`src/rtl/gpmc_sync_master.sv`:
```
// Synchronous GPMC bus master: one request at a time, muxed address/data,
// bus strobes launched on gpmc_clk falling edges so the responder samples mid-period.
module gpmc_sync_master #(
  parameter int ADDR_WIDTH  = 16,
  parameter int DATA_WIDTH  = 16,
  parameter int RD_WAIT     = 4,
  parameter int TURN_CYCLES = 1
) (
  input  logic                  clk,
  input  logic                  reset,
  input  logic                  req,
  input  logic                  req_is_wr,
  input  logic [ADDR_WIDTH:0]   addr,
  input  logic [DATA_WIDTH-1:0] wr_data,
  output logic                  ready,
  output logic [DATA_WIDTH-1:0] rd_data,
  output logic                  rd_valid,
  output logic                  wr_done,
  output logic                  gpmc_clk,
  output logic                  gpmc_cs_n,
  output logic                  gpmc_adv_n,
  output logic                  gpmc_we_n,
  output logic                  gpmc_oe_n,
  output logic [DATA_WIDTH-1:0] gpmc_ad_out,
  output logic                  gpmc_ad_oe,
  input  logic [DATA_WIDTH-1:0] gpmc_ad_in
);

  typedef enum logic [2:0] {IDLE, ADDR, WDATA, RWAIT, TURN} state_t;

  localparam logic [3:0] RD_LAST   = 4'(RD_WAIT - 1);
  localparam logic [3:0] TURN_LAST = 4'(TURN_CYCLES - 1);

  state_t                state_q, state_d;
  logic [3:0]            cnt_q, cnt_d;
  logic                  gclk_q, pend_q, pend_d;
  logic                  is_wr_q, is_wr_d;
  logic [ADDR_WIDTH-1:0] addr_q, addr_d;
  logic [DATA_WIDTH-1:0] wdata_q, wdata_d;
  logic                  cs_n_q, cs_n_d, adv_n_q, adv_n_d, we_n_q, we_n_d, oe_n_q, oe_n_d;
  logic [DATA_WIDTH-1:0] ad_out_q, ad_out_d, rd_data_q, rd_data_d;
  logic                  ad_oe_q, ad_oe_d, rd_valid_q, rd_valid_d, wr_done_q, wr_done_d;
  logic                  fall, accept, unused_addr_lsb;

  // gpmc_clk is high in the cycle before a fall edge, so that edge is a fall edge.
  assign fall            = gclk_q;
  assign ready           = (state_q == IDLE) && !pend_q;
  assign accept          = req && ready;
  assign unused_addr_lsb = addr[0];

  always_ff @(posedge clk or posedge reset) begin
    if (reset) begin
      state_q    <= IDLE;
      cnt_q      <= '0;
      gclk_q     <= 1'b0;
      pend_q     <= 1'b0;
      is_wr_q    <= 1'b0;
      addr_q     <= '0;
      wdata_q    <= '0;
      cs_n_q     <= 1'b1;
      adv_n_q    <= 1'b1;
      we_n_q     <= 1'b1;
      oe_n_q     <= 1'b1;
      ad_out_q   <= '0;
      ad_oe_q    <= 1'b0;
      rd_data_q  <= '0;
      rd_valid_q <= 1'b0;
      wr_done_q  <= 1'b0;
    end else begin
      state_q    <= state_d;
      cnt_q      <= cnt_d;
      gclk_q     <= ~gclk_q;
      pend_q     <= pend_d;
      is_wr_q    <= is_wr_d;
      addr_q     <= addr_d;
      wdata_q    <= wdata_d;
      cs_n_q     <= cs_n_d;
      adv_n_q    <= adv_n_d;
      we_n_q     <= we_n_d;
      oe_n_q     <= oe_n_d;
      ad_out_q   <= ad_out_d;
      ad_oe_q    <= ad_oe_d;
      rd_data_q  <= rd_data_d;
      rd_valid_q <= rd_valid_d;
      wr_done_q  <= wr_done_d;
    end
  end

  always_comb begin
    state_d = state_q;
    cnt_d   = cnt_q;
    pend_d  = pend_q;
    is_wr_d = is_wr_q;
    addr_d  = addr_q;
    wdata_d = wdata_q;
    if (accept) begin
      pend_d  = 1'b1;
      is_wr_d = req_is_wr;
      addr_d  = addr[ADDR_WIDTH:1];
      wdata_d = wr_data;
    end
    if (fall) begin
      case (state_q)
        IDLE: if (pend_q) begin
          state_d = ADDR;
          pend_d  = 1'b0;
        end
        ADDR: begin
          state_d = is_wr_q ? WDATA : RWAIT;
          cnt_d   = '0;
        end
        WDATA: begin
          state_d = (TURN_CYCLES == 0) ? IDLE : TURN;
          cnt_d   = '0;
        end
        RWAIT: if (cnt_q == RD_LAST) begin
          state_d = (TURN_CYCLES == 0) ? IDLE : TURN;
          cnt_d   = '0;
        end else begin
          cnt_d = cnt_q + 4'd1;
        end
        TURN: if (cnt_q == TURN_LAST) state_d = IDLE;
              else cnt_d = cnt_q + 4'd1;
        default: state_d = IDLE;
      endcase
    end
  end

  // Bus pins are registered from the next state; state only moves on fall edges.
  always_comb begin
    cs_n_d     = 1'b1;
    adv_n_d    = 1'b1;
    we_n_d     = 1'b1;
    oe_n_d     = 1'b1;
    ad_out_d   = '0;
    ad_oe_d    = 1'b0;
    case (state_d)
      ADDR: begin
        cs_n_d   = 1'b0;
        adv_n_d  = 1'b0;
        ad_out_d = DATA_WIDTH'(addr_q);
        ad_oe_d  = 1'b1;
      end
      WDATA: begin
        cs_n_d   = 1'b0;
        we_n_d   = 1'b0;
        ad_out_d = wdata_q;
        ad_oe_d  = 1'b1;
      end
      RWAIT: begin
        cs_n_d = 1'b0;
        oe_n_d = 1'b0;
      end
      default: ;
    endcase
    wr_done_d  = fall && (state_q == WDATA);
    rd_valid_d = fall && (state_q == RWAIT) && (cnt_q == RD_LAST);
    rd_data_d  = rd_valid_d ? gpmc_ad_in : rd_data_q;
  end

  assign gpmc_clk    = gclk_q;
  assign gpmc_cs_n   = cs_n_q;
  assign gpmc_adv_n  = adv_n_q;
  assign gpmc_we_n   = we_n_q;
  assign gpmc_oe_n   = oe_n_q;
  assign gpmc_ad_out = ad_out_q;
  assign gpmc_ad_oe  = ad_oe_q;
  assign rd_data     = rd_data_q;
  assign rd_valid    = rd_valid_q;
  assign wr_done     = wr_done_q;

endmodule
```
`config.mk`:
```
export PLATFORM = sky130hd
export DESIGN_NAME = gpmc_sync_master
export DESIGN_NICKNAME = d
export VERILOG_FILES = /design/src/rtl/gpmc_sync_master.sv
export SDC_FILE = /design/constraint.sdc
export NUM_CORES = 1
export LEC_CHECK = 0
export ABC_AREA = 0
export CAP_MARGIN = 25
export CORE_MARGIN = 5
export CORE_UTILIZATION = 50
export CTS_CLUSTER_SIZE = 14
export DETAILED_ROUTE_END_ITERATION = 6
export GPL_ROUTABILITY_DRIVEN = 0
export PLACE_DENSITY = 0.8
export RECOVER_POWER = 25
export SLEW_MARGIN = 0
export SYNTH_ARGS = -nofsm -noshare
export SYNTH_HDL_FRONTEND = slang
export SYNTH_SLANG_ARGS = --single-unit
```
`constraint.sdc`:
```
create_clock -name clk -period 3.7 [get_ports clk]
set_clock_uncertainty 0.15 [all_clocks]
set_input_delay 0.555 -clock clk [delete_from_list [all_inputs] [get_ports clk]]
set_output_delay 0.555 -clock clk [all_outputs]
set_load 0.1 [all_outputs]
```
==> out/results.ini <==
[status]
status = finished, violations left
violations = capacitance limit, slew limit

[power]
internal-power_w = 0.00230
p_leak_nw = 2.12
powerDensity_nw_per_um2 = 785
clkPwrFrac_pct = 18.6
power.switching_w = 0.00176
peakVddDrop_mv = 0.581
power_frac_seq_pct = 35.1
swShare_pct = 43.3
finalPower_w = 0.00405
power.share.combinational_pct = 46.3

[sta]
fmax_mhz = 368
setup_tns_ns = 0
period_needed_ns = 2.72
fin_ws_ns = 0.985
rsz0062_at_grt = no
setup_viol = 0
hold_viol_final = 0
min_period_over_period_pct = 73.4
worst_pin_slew_ns = 1.84
relSlewSlack_pct = -23.4
drv_slew = 44

[detailed_routing]
drt_first_pass_iters = 4
drt_iter0_markers = 176
dr_total_vias = 2928
routed_wl_um = 8910
routed_via_density = 5.62
post_drt_wl_per_cell_um = 17.1
drc = 0
ant_nets = 0

[critical_path]
arrival_ns = 2.01
path_max_fanout = 1
cp_cell_sequence = clkdlybuf4s50_1
setup.worst_path.start_class = flop
critPathCaptureType = primary output
criticalPathCategory = reg -> out
reg2reg_setup_slack_ns = 1.18
crit_buf_inv = 1
crit_required_ns = 2.99
crit_slowest_cell = clkdlybuf4s50_1
crit_path_max_incr_delay_ns = 1.13
crit_family = buffers and inverters

[cts]
cts_resized = 0
cts_tree = done
cts_made_buffers = 9
cts_buffer_depth = 2
clk_pin_slew_worst_paths_ns = 0.09
h-tree-depth = 3
clkLatencyLatePin_ns = 0.36
cts.sinks = 81
cts_setup_buffers = 0
root_buffer = clkbuf_8
cts.hold.buffers_added = 0

[global_route]
grt_pass1_vias = 3031
use_met2_pct = 30.7
antenna_found_initial = 0
grt_first_pass_wirelength_um = 15100
grt_max_degree = 44
gr-usage-met1_pct = 25.9
groute.layer.met3.usage_pct = 5.45
grt.overflow.total = 0
grt-busiest-layer = met2
grt_usage_pct = 19.3

[yosys]
ys_ff_latch = 81
synth-edff-count = 0
synth_nets = 384
ys_async_sr_fraction_pct = 100
syn_inst = 329
syn-cell-area_um2 = 3950
syn_avg_cell_area_um2 = 12.0
ys_seq_area_share_pct = 51.5
synth-main-ff-cell = dfrtp_1
ys_types = 53
yosys_warnings = 0

[die]
rows = 32
die-area_um2 = 9780
start_util_pct = 51.1
die_x_um = 98.9
io_pins = 94
core_um2 = 7730
fp.dieH_um = 98.9

[worst_hold_path]
min_path_type = reg -> reg

[finish]
fillers = 593
layout_commonest_cell = clkdlybuf4s50_1
fin_nets = 469
mostFrequentLayoutCells = clkdlybuf4s50_1 (89), dfrtp_1 (77), mux2_2 (40)
drive_gt1_share_pct = 21.0
final_cells = 521
antenna_cells = 0
multi_input_area_um2 = 1770
regArea_um2 = 2030
area_growth_pct = 30.6
design_area_um2 = 5160

[place]
port_buffers = 92
preCtsSetupSlack_ns = 1.22
placed_cell_area_um2 = 4930
dp.cells = 505
hpwl_um = 5910

[job]
drv_cap = 1

## power by group through the flow
| stage | Clock [W] | Sequential [W] | Combinational (W) |
|---|---|---|---|
| 4_1_cts | 0.000763 | 0.00142 | 0.00188 |
| 2_1_floorplan | 0 | 0.00190 | 0.000974 |
| 5_1_grt | 0.000805 | 0.00147 | 0.00200 |
| 6_report | 0.000753 | 0.00142 | 0.00187 |
| 3_3_place_gp | 0 | 0.00143 | 0.00183 |
| 3_5_place_dp | 0 | 0.00144 | 0.00187 |
## path summary, 6_finish.rpt
check                                      end  cells after the start  startpoint
worst max-delay path                 gpmc_we_n                      1   gpmc_we_n
worst min-delay path                 addr_q[8]                      1   addr_q[8]
worst max register to register  gpmc_ad_out[9]                      4  state_q[1]
worst min register to register       addr_q[8]                      1   addr_q[8]
max in group asynchronous          rd_data[13]                      3       reset
min in group asynchronous           wdata_q[0]                      2       reset
## registers in the layout (all words and copies together), names as in the netlist, 3 cells and up
| register | cells |
|---|---|
| rd_data | 16 |
| wdata_q | 16 |
| addr_q | 16 |
| gpmc_ad_out | 16 |
| state_q | 3 |
| cnt_q | 4 |
## layout make-up
| type | instances | share of cell area, % |
|---|---|---|
| flip-flops and latches | 81 | 39.4 |
| multi-input cells | 216 | 34.3 |
| repair buffers | 100 | 18.8 |
| well taps | 102 | 2.47 |
| clock buffers | 9 | 2.40 |
| clock inverters | 7 | 2.13 |
| inverters | 6 | 0.461 |
## worst reg2reg max path: stages, from the launching register on
cell and delay [ns]:
dfrtp_1 0.81, buf_4 0.42, nand2b_1 0.46, o32a_1 0.33, a211oi_1 0.24
## synthesized netlist by cell type (3+ instances only)
cell type / number / area share, %
mux2_2: 40 / 11
nand2b_1: 36 / 5.7
nand2_1: 3 / 0.29
nor3b_1: 3 / 0.57
nor2_1: 5 / 0.48
inv_1: 6 / 0.57
mux2_4: 9 / 3.4
o21ai_0: 20 / 2.5
dfstp_2: 4 / 2.7
nor2b_1: 21 / 3.3
clkbuf_1: 15 / 1.4
dfrtp_1: 77 / 49
a211oi_1: 17 / 3.2
buf_2: 8 / 1.0
o32a_1: 16 / 4.1
## cell families after synthesis
group           share of synthesized area, %
simple gates                            14.4
flops                                   51.5
compound gates                          14.3
mux                                     15.1
buf+inv                                 3.90
fa+ha+maj                              0.634
xor+xnor                               0.222
## metrics by stage
stage	util (%)	hold slack, ns
finish	66.8	0.354
global route	66.8	0.371
floorplan	-	0.323
global placement	63.8	0.332
detailed placement	63.8	0.338
CTS	66.8	0.357
## layer usage
layer  vias to the layer above  part of all wire [%]
li1                       1366                     -
met1                      1456                    43
met2                        94                    49
met3                        12                   6.1
met4                         0                   1.8
met5                         -                     0
Power figures use the tool's default switching activity.
